--- src/rtl/pwm_pkg.sv ---
// Shared defaults and the modular phase-subtract helper for the PWM generator.
package pwm_pkg;
  localparam int PWM_NUM_CH = 4;
  localparam int PWM_CNT_W  = 32;
  localparam int PWM_MAX_W  = 32;

  typedef logic [PWM_MAX_W:0] pwm_wide_t;

  // Position of cnt within a period that starts at ph; one extra bit keeps cnt+p from overflowing.
  function automatic pwm_wide_t pwm_shift(pwm_wide_t cnt, pwm_wide_t ph, pwm_wide_t p);
    return (cnt >= ph) ? (cnt - ph) : (cnt + p - ph);
  endfunction
endpackage

--- src/rtl/pwm_channel.sv ---
// One PWM channel: active duty/phase/polarity registers, compare against the shared counter, output flop.
module pwm_channel
  import pwm_pkg::*;
#(
  parameter int CNT_W = PWM_CNT_W
) (
  input  logic             clk,
  input  logic             rst,
  input  logic             load_en,
  input  logic [CNT_W-1:0] load_duty,
  input  logic [CNT_W-1:0] load_phase,
  input  logic             load_pol,
  input  logic [CNT_W-1:0] cnt,
  input  logic [CNT_W-1:0] period,
  input  logic             run,
  input  logic             valid,
  output logic             pwm_out
);
  logic [CNT_W-1:0] duty_q, duty_d;
  logic [CNT_W-1:0] phase_q, phase_d;
  logic             pol_q, pol_d;
  logic             out_q, out_d;
  logic [CNT_W-1:0] ph;
  pwm_wide_t        pos;
  logic             act;

  always_comb begin
    duty_d  = duty_q;
    phase_d = phase_q;
    pol_d   = pol_q;
    if (load_en) begin
      duty_d  = load_duty;
      phase_d = load_phase;
      pol_d   = load_pol;
    end
    // Out-of-range phase collapses to zero rather than wrapping.
    ph    = (phase_q >= period) ? '0 : phase_q;
    pos   = pwm_shift(pwm_wide_t'(cnt), pwm_wide_t'(ph), pwm_wide_t'(period));
    act   = run && (pos < pwm_wide_t'(duty_q));
    // Until a configuration has ever been applied the pin is held low regardless of polarity.
    out_d = valid ? (act ^ ~pol_q) : 1'b0;
  end

  always_ff @(posedge clk or posedge rst) begin
    if (rst) begin
      duty_q  <= '0;
      phase_q <= '0;
      pol_q   <= 1'b0;
      out_q   <= 1'b0;
    end else begin
      duty_q  <= duty_d;
      phase_q <= phase_d;
      pol_q   <= pol_d;
      out_q   <= out_d;
    end
  end

  assign pwm_out = out_q;
endmodule

--- src/rtl/pwm_multichannel_gen.sv ---
// Multi-channel PWM: shared period counter, double-buffered configuration applied at period wrap.
module pwm_multichannel_gen
  import pwm_pkg::*;
#(
  parameter int NUM_CH = PWM_NUM_CH,
  parameter int CNT_W  = PWM_CNT_W
) (
  input  logic                    clk,
  input  logic                    rst,
  input  logic                    enable,
  input  logic [CNT_W-1:0]        cfg_period,
  input  logic [NUM_CH*CNT_W-1:0] cfg_duty,
  input  logic [NUM_CH*CNT_W-1:0] cfg_phase,
  input  logic [NUM_CH-1:0]       cfg_pol,
  input  logic                    cfg_load,
  output logic [NUM_CH-1:0]       pwm_out,
  output logic                    period_tick,
  output logic                    cfg_pending
);
  logic [CNT_W-1:0]        cnt_q, cnt_d;
  logic [CNT_W-1:0]        period_q, period_d;
  logic [CNT_W-1:0]        sh_period_q, sh_period_d;
  logic [NUM_CH*CNT_W-1:0] sh_duty_q, sh_duty_d;
  logic [NUM_CH*CNT_W-1:0] sh_phase_q, sh_phase_d;
  logic [NUM_CH-1:0]       sh_pol_q, sh_pol_d;
  logic                    pending_q, pending_d;
  logic                    valid_q, valid_d;
  logic                    tick_q, tick_d;
  logic                    wrap, direct_load, apply, upd, run;
  logic [NUM_CH-1:0]       ch_out;

  always_comb begin
    run         = enable && (period_q != '0);
    wrap        = run && (cnt_q == period_q - CNT_W'(1));
    direct_load = cfg_load && !enable;
    // A stopped or zero-period counter has no boundary to wait for, so pending config applies at once.
    apply       = pending_q && !direct_load && (!run || wrap);
    upd         = direct_load || apply;

    cnt_d       = (!run || wrap) ? '0 : cnt_q + CNT_W'(1);
    tick_d      = wrap;
    period_d    = period_q;
    if (direct_load)  period_d = cfg_period;
    else if (apply)   period_d = sh_period_q;
    valid_d     = valid_q || upd;

    sh_period_d = sh_period_q;
    sh_duty_d   = sh_duty_q;
    sh_phase_d  = sh_phase_q;
    sh_pol_d    = sh_pol_q;
    if (cfg_load) begin
      sh_period_d = cfg_period;
      sh_duty_d   = cfg_duty;
      sh_phase_d  = cfg_phase;
      sh_pol_d    = cfg_pol;
    end

    pending_d = pending_q;
    if (cfg_load && enable) pending_d = 1'b1;
    else if (upd)           pending_d = 1'b0;
  end

  always_ff @(posedge clk or posedge rst) begin
    if (rst) begin
      cnt_q       <= '0;
      period_q    <= '0;
      sh_period_q <= '0;
      sh_duty_q   <= '0;
      sh_phase_q  <= '0;
      sh_pol_q    <= '0;
      pending_q   <= 1'b0;
      valid_q     <= 1'b0;
      tick_q      <= 1'b0;
    end else begin
      cnt_q       <= cnt_d;
      period_q    <= period_d;
      sh_period_q <= sh_period_d;
      sh_duty_q   <= sh_duty_d;
      sh_phase_q  <= sh_phase_d;
      sh_pol_q    <= sh_pol_d;
      pending_q   <= pending_d;
      valid_q     <= valid_d;
      tick_q      <= tick_d;
    end
  end

  generate
    for (genvar gi = 0; gi < NUM_CH; gi++) begin : g_ch
      pwm_channel #(.CNT_W(CNT_W)) u_ch (
        .clk        (clk),
        .rst        (rst),
        .load_en    (upd),
        .load_duty  (direct_load ? cfg_duty[gi*CNT_W +: CNT_W]  : sh_duty_q[gi*CNT_W +: CNT_W]),
        .load_phase (direct_load ? cfg_phase[gi*CNT_W +: CNT_W] : sh_phase_q[gi*CNT_W +: CNT_W]),
        .load_pol   (direct_load ? cfg_pol[gi] : sh_pol_q[gi]),
        .cnt        (cnt_q),
        .period     (period_q),
        .run        (run),
        .valid      (valid_q),
        .pwm_out    (ch_out[gi])
      );
    end
  endgenerate

  assign pwm_out     = ch_out;
  assign period_tick = tick_q;
  assign cfg_pending = pending_q;
endmodule

--- config.mk ---
export PLATFORM = sky130hd
export DESIGN_NAME = pwm_multichannel_gen
export DESIGN_NICKNAME = d
export VERILOG_FILES = /design/src/rtl/pwm_pkg.sv /design/src/rtl/pwm_channel.sv /design/src/rtl/pwm_multichannel_gen.sv
export SDC_FILE = /design/constraint.sdc
export NUM_CORES = 2
export LEC_CHECK = 0
export CORE_ASPECT_RATIO = 1.1
export CORE_MARGIN = 2
export CORE_UTILIZATION = 37
export CTS_CLUSTER_DIAMETER = 150
export DETAILED_ROUTE_END_ITERATION = 6
export GPL_TIMING_DRIVEN = 0
export PLACE_DENSITY = 0.52
export SLEW_MARGIN = 30
export SYNTH_ARGS = -nofsm -noshare
export SYNTH_HDL_FRONTEND = slang
export SYNTH_SLANG_ARGS = --single-unit
--- constraint.sdc ---
create_clock -name clk -period 22.3 [get_ports clk]
set_clock_uncertainty 0.15 [all_clocks]
set_input_delay 3.345 -clock clk [delete_from_list [all_inputs] [get_ports clk]]
set_output_delay 3.345 -clock clk [all_outputs]
set_load 0.01 [all_outputs]
==> results.md <==
* Async S/R FF share, synth at 100%
* H-tree Lvls at 3
* Die H at 384 um
* Worst Setup Start Kind: flop
* Reg clk slew, reported paths at 60 ps
* Gate Count Post-Synth at 5503
* Lkg Pwr at 0.0255 uW
* Fin worst setup slack at 10220 ps
* Synth top area cells: dfrtp_1, ha_1, mux2_2
* Post-synth top flop: dfrtp_1
* Core area at 0.130 mm^2
* Skew-Pair Late Insertion Delay at 740 ps
* Maximum single-stage delay on the critical path at 950 ps
* Die X-Extent at 349 um
* Root buf cell: clkbuf_16
* DP Cell Count at 7527
* Synth cell types at 77
* Final hold vios at 0
* Post-synth net total at 6351
* Finish-stage setup viols at 0
* Seq/Total Area, Yosys at 32.1%
* CTS tree: built
* Worst slack at placement at 10540 ps
* Wire per inst at 27.2 um
* First-pass GRT wire length at 298000 um
* Cell area after synthesis at 0.0486 mm^2
* Port Buffers at 300
* CTS Sinks at 623
* Fillers at 12800
* Post-DRT Antenna Nets at 0
* Fin crit share at 54.2%
* Req. time, crit path at 22710 ps
* DR pass1 iterations at 6
* GRT Total Usage at 30.7%
* Critical path arrival at 12490 ps
* CP most frequent cell: o21ai_0
* Drc violations at 0
* Full die area at 0.134 mm^2
* Crit-path slowest cell: clkinv_1
* CP Launch Point: period_q[4]
* GRT Residual Overflow at 0
* Gpl congestion at 0.962
* Vias in the first global route at 42600
* CP max FO at 10
* Avg Cell Area, Syn at 8.83 um^2
* DRT iter0 DRCs at 3702
* Worst slew pin tran at 1120 ps
* Final Max Tran Viols at 0
* Final wirelength at 209000 um
* Max_cap viols at 0
* Final Critical Period at 12080 ps
* RSZ-0062 raised after global routing: false
* Synthesis Warnings at 0
* Total Nets Final at 6762
* Most common cell in the netlist: a21oi_1
* Slew headroom at 25.1%
* Power Density at 97.7 mW/mm^2
* CP Class: reg -> reg
* Total CTS buffers at 77
* Largest net degree at the start of global routing at 90
* Most instantiated cells after synthesis: a21oi_1, nand2_1, dfrtp_1
* Final hold slack at 352 ps
* Fmax at 82.8 MHz
* Vias per Instance at 5.76
* Status: finished clean
* Overall Power at 5590 uW
* DR vias at 44200
* Ports at 302
* Top-area cell type share of the netlist area at 32.1%
* Initial antenna violation count at 4
* HP Class: reg -> reg
* Number of synthesized flops with an enable pin at 0
* Layout Cells excl Fill at 7679
* Row cnt at 139
* R2r startpoint: period_q[4]
* Worst vdd ir at 0.0000656 V
* Crit path capture type: flop
* Initial Util at 37.2%
* Setup bufs post-CTS at 0
* Synth area leader: dfrtp_1
* Share of cells above drive strength 1 at 9.90%
* HPWL after DPL at 163000 um
* Post-cts sizing count at 0
* CTS max path bufs at 3
* Hold Crit Start: sh_phase_q[106]
* Layout area overhead at 17.8%
* Hold Buf Count CTS at 0
* #FFs+latches synth at 623
[kinds of logic (layout without fill, tap and decap cells)]
group,Yosys count,count (layout),share of synthesized area (%)
AO/OA/AOI/OAI,1776,1776,21.4
XOR/XNOR,300,300,5.41
adder cells (fa/ha/maj),552,552,14.4
buffers and inverters,463,939,4.05
flip-flops,623,623,32.1
multiplexers,453,453,10.1
other,0,8,0
AND/OR/NAND/NOR,1336,1336,12.6
[power breakdown]
part	leakage [uW]	internal, uW	switching [uW]	total [uW]
Combinational	0.0168	1120	1760	2890
Sequential	0.00752	1270	130	1400
Clock	0.00126	748	562	1310
[final timing paths]
path / to / slack [ps] / cells after the start
worst max-delay path: g_ch[3].u_ch.pwm_out / 10220 / 31
max in group asynchronous: g_ch[2].u_ch.duty_q[28] / 17280 / 5
min in group asynchronous: sh_period_q[21] / 2970 / 2
worst max register to register: g_ch[3].u_ch.pwm_out / 10220 / 31
worst min-delay path: sh_phase_q[106] / 350 / 1
worst min register to register: sh_phase_q[106] / 350 / 1
[registers in the layout, summed over array words and instances (netlist names)]
name and count:
cfg_pending 1, cnt_q 32, g_ch.u_ch.duty_q 128, g_ch.u_ch.phase_q 128, g_ch.u_ch.pol_q 4, g_ch.u_ch.pwm_out 4, period_q 32, period_tick 1
sh_duty_q 128, sh_period_q 32, sh_phase_q 128, sh_pol_q 4, valid_q 1
[cells in the final DEF, fill, tap and decap left out, types with 173 or more instances in the layout]
cell,Yosys,layout
clkdlybuf4s50_1,0,300
nor2_1,215,212
nand2_1,652,652
a21oi_1,661,660
inv_1,236,234
o21ai_0,452,452
a21o_1,204,204
ha_1,543,543
mux2_2,297,297
dfrtp_1,623,619
clkbuf_1,178,173
[per-layer routing]
metal / GRT usage, % / share of wire, %
met1: 40.6 / 43
met2: 47.5 / 44
met3: 4.48 / 6.1
met4: 18.5 / 6.5
met5: 0 / 0.0062
[critical path: cells and delay by family (launching register included)]
family	cells	cell delay, ps
AO/OA/AOI/OAI	13	4930
buffers and inverters	5	2800
AND/OR/NAND/NOR	9	1750
adder cells (fa/ha/maj)	3	1390
flip-flops	1	560
multiplexers	1	260
[through the flow]
step           utilization, %  cell area (um^2)  TNS [ps]
2_1_floorplan               -             48600         0
3_3_place_gp             41.2             53700  -4462500
3_5_place_dp             41.8             54600         0
4_1_cts                  43.9             57200         0
5_1_grt                  43.9             57200         0
6_report                 43.9             57200         0
[cell type report]
cell class	instances	area, um^2	area share [%]
multi-input combinational	4417	31300	54.7
sequential	623	15600	27.2
timing repair buffer	332	3550	6.19
clock buffer	103	2140	3.75
tap	1692	2120	3.70
buffer	227	1110	1.93
inverter	236	893	1.56
clock inverter	41	497	0.868
antenna	8	20.0	0.0350
(Power assumes the default switching activity.)
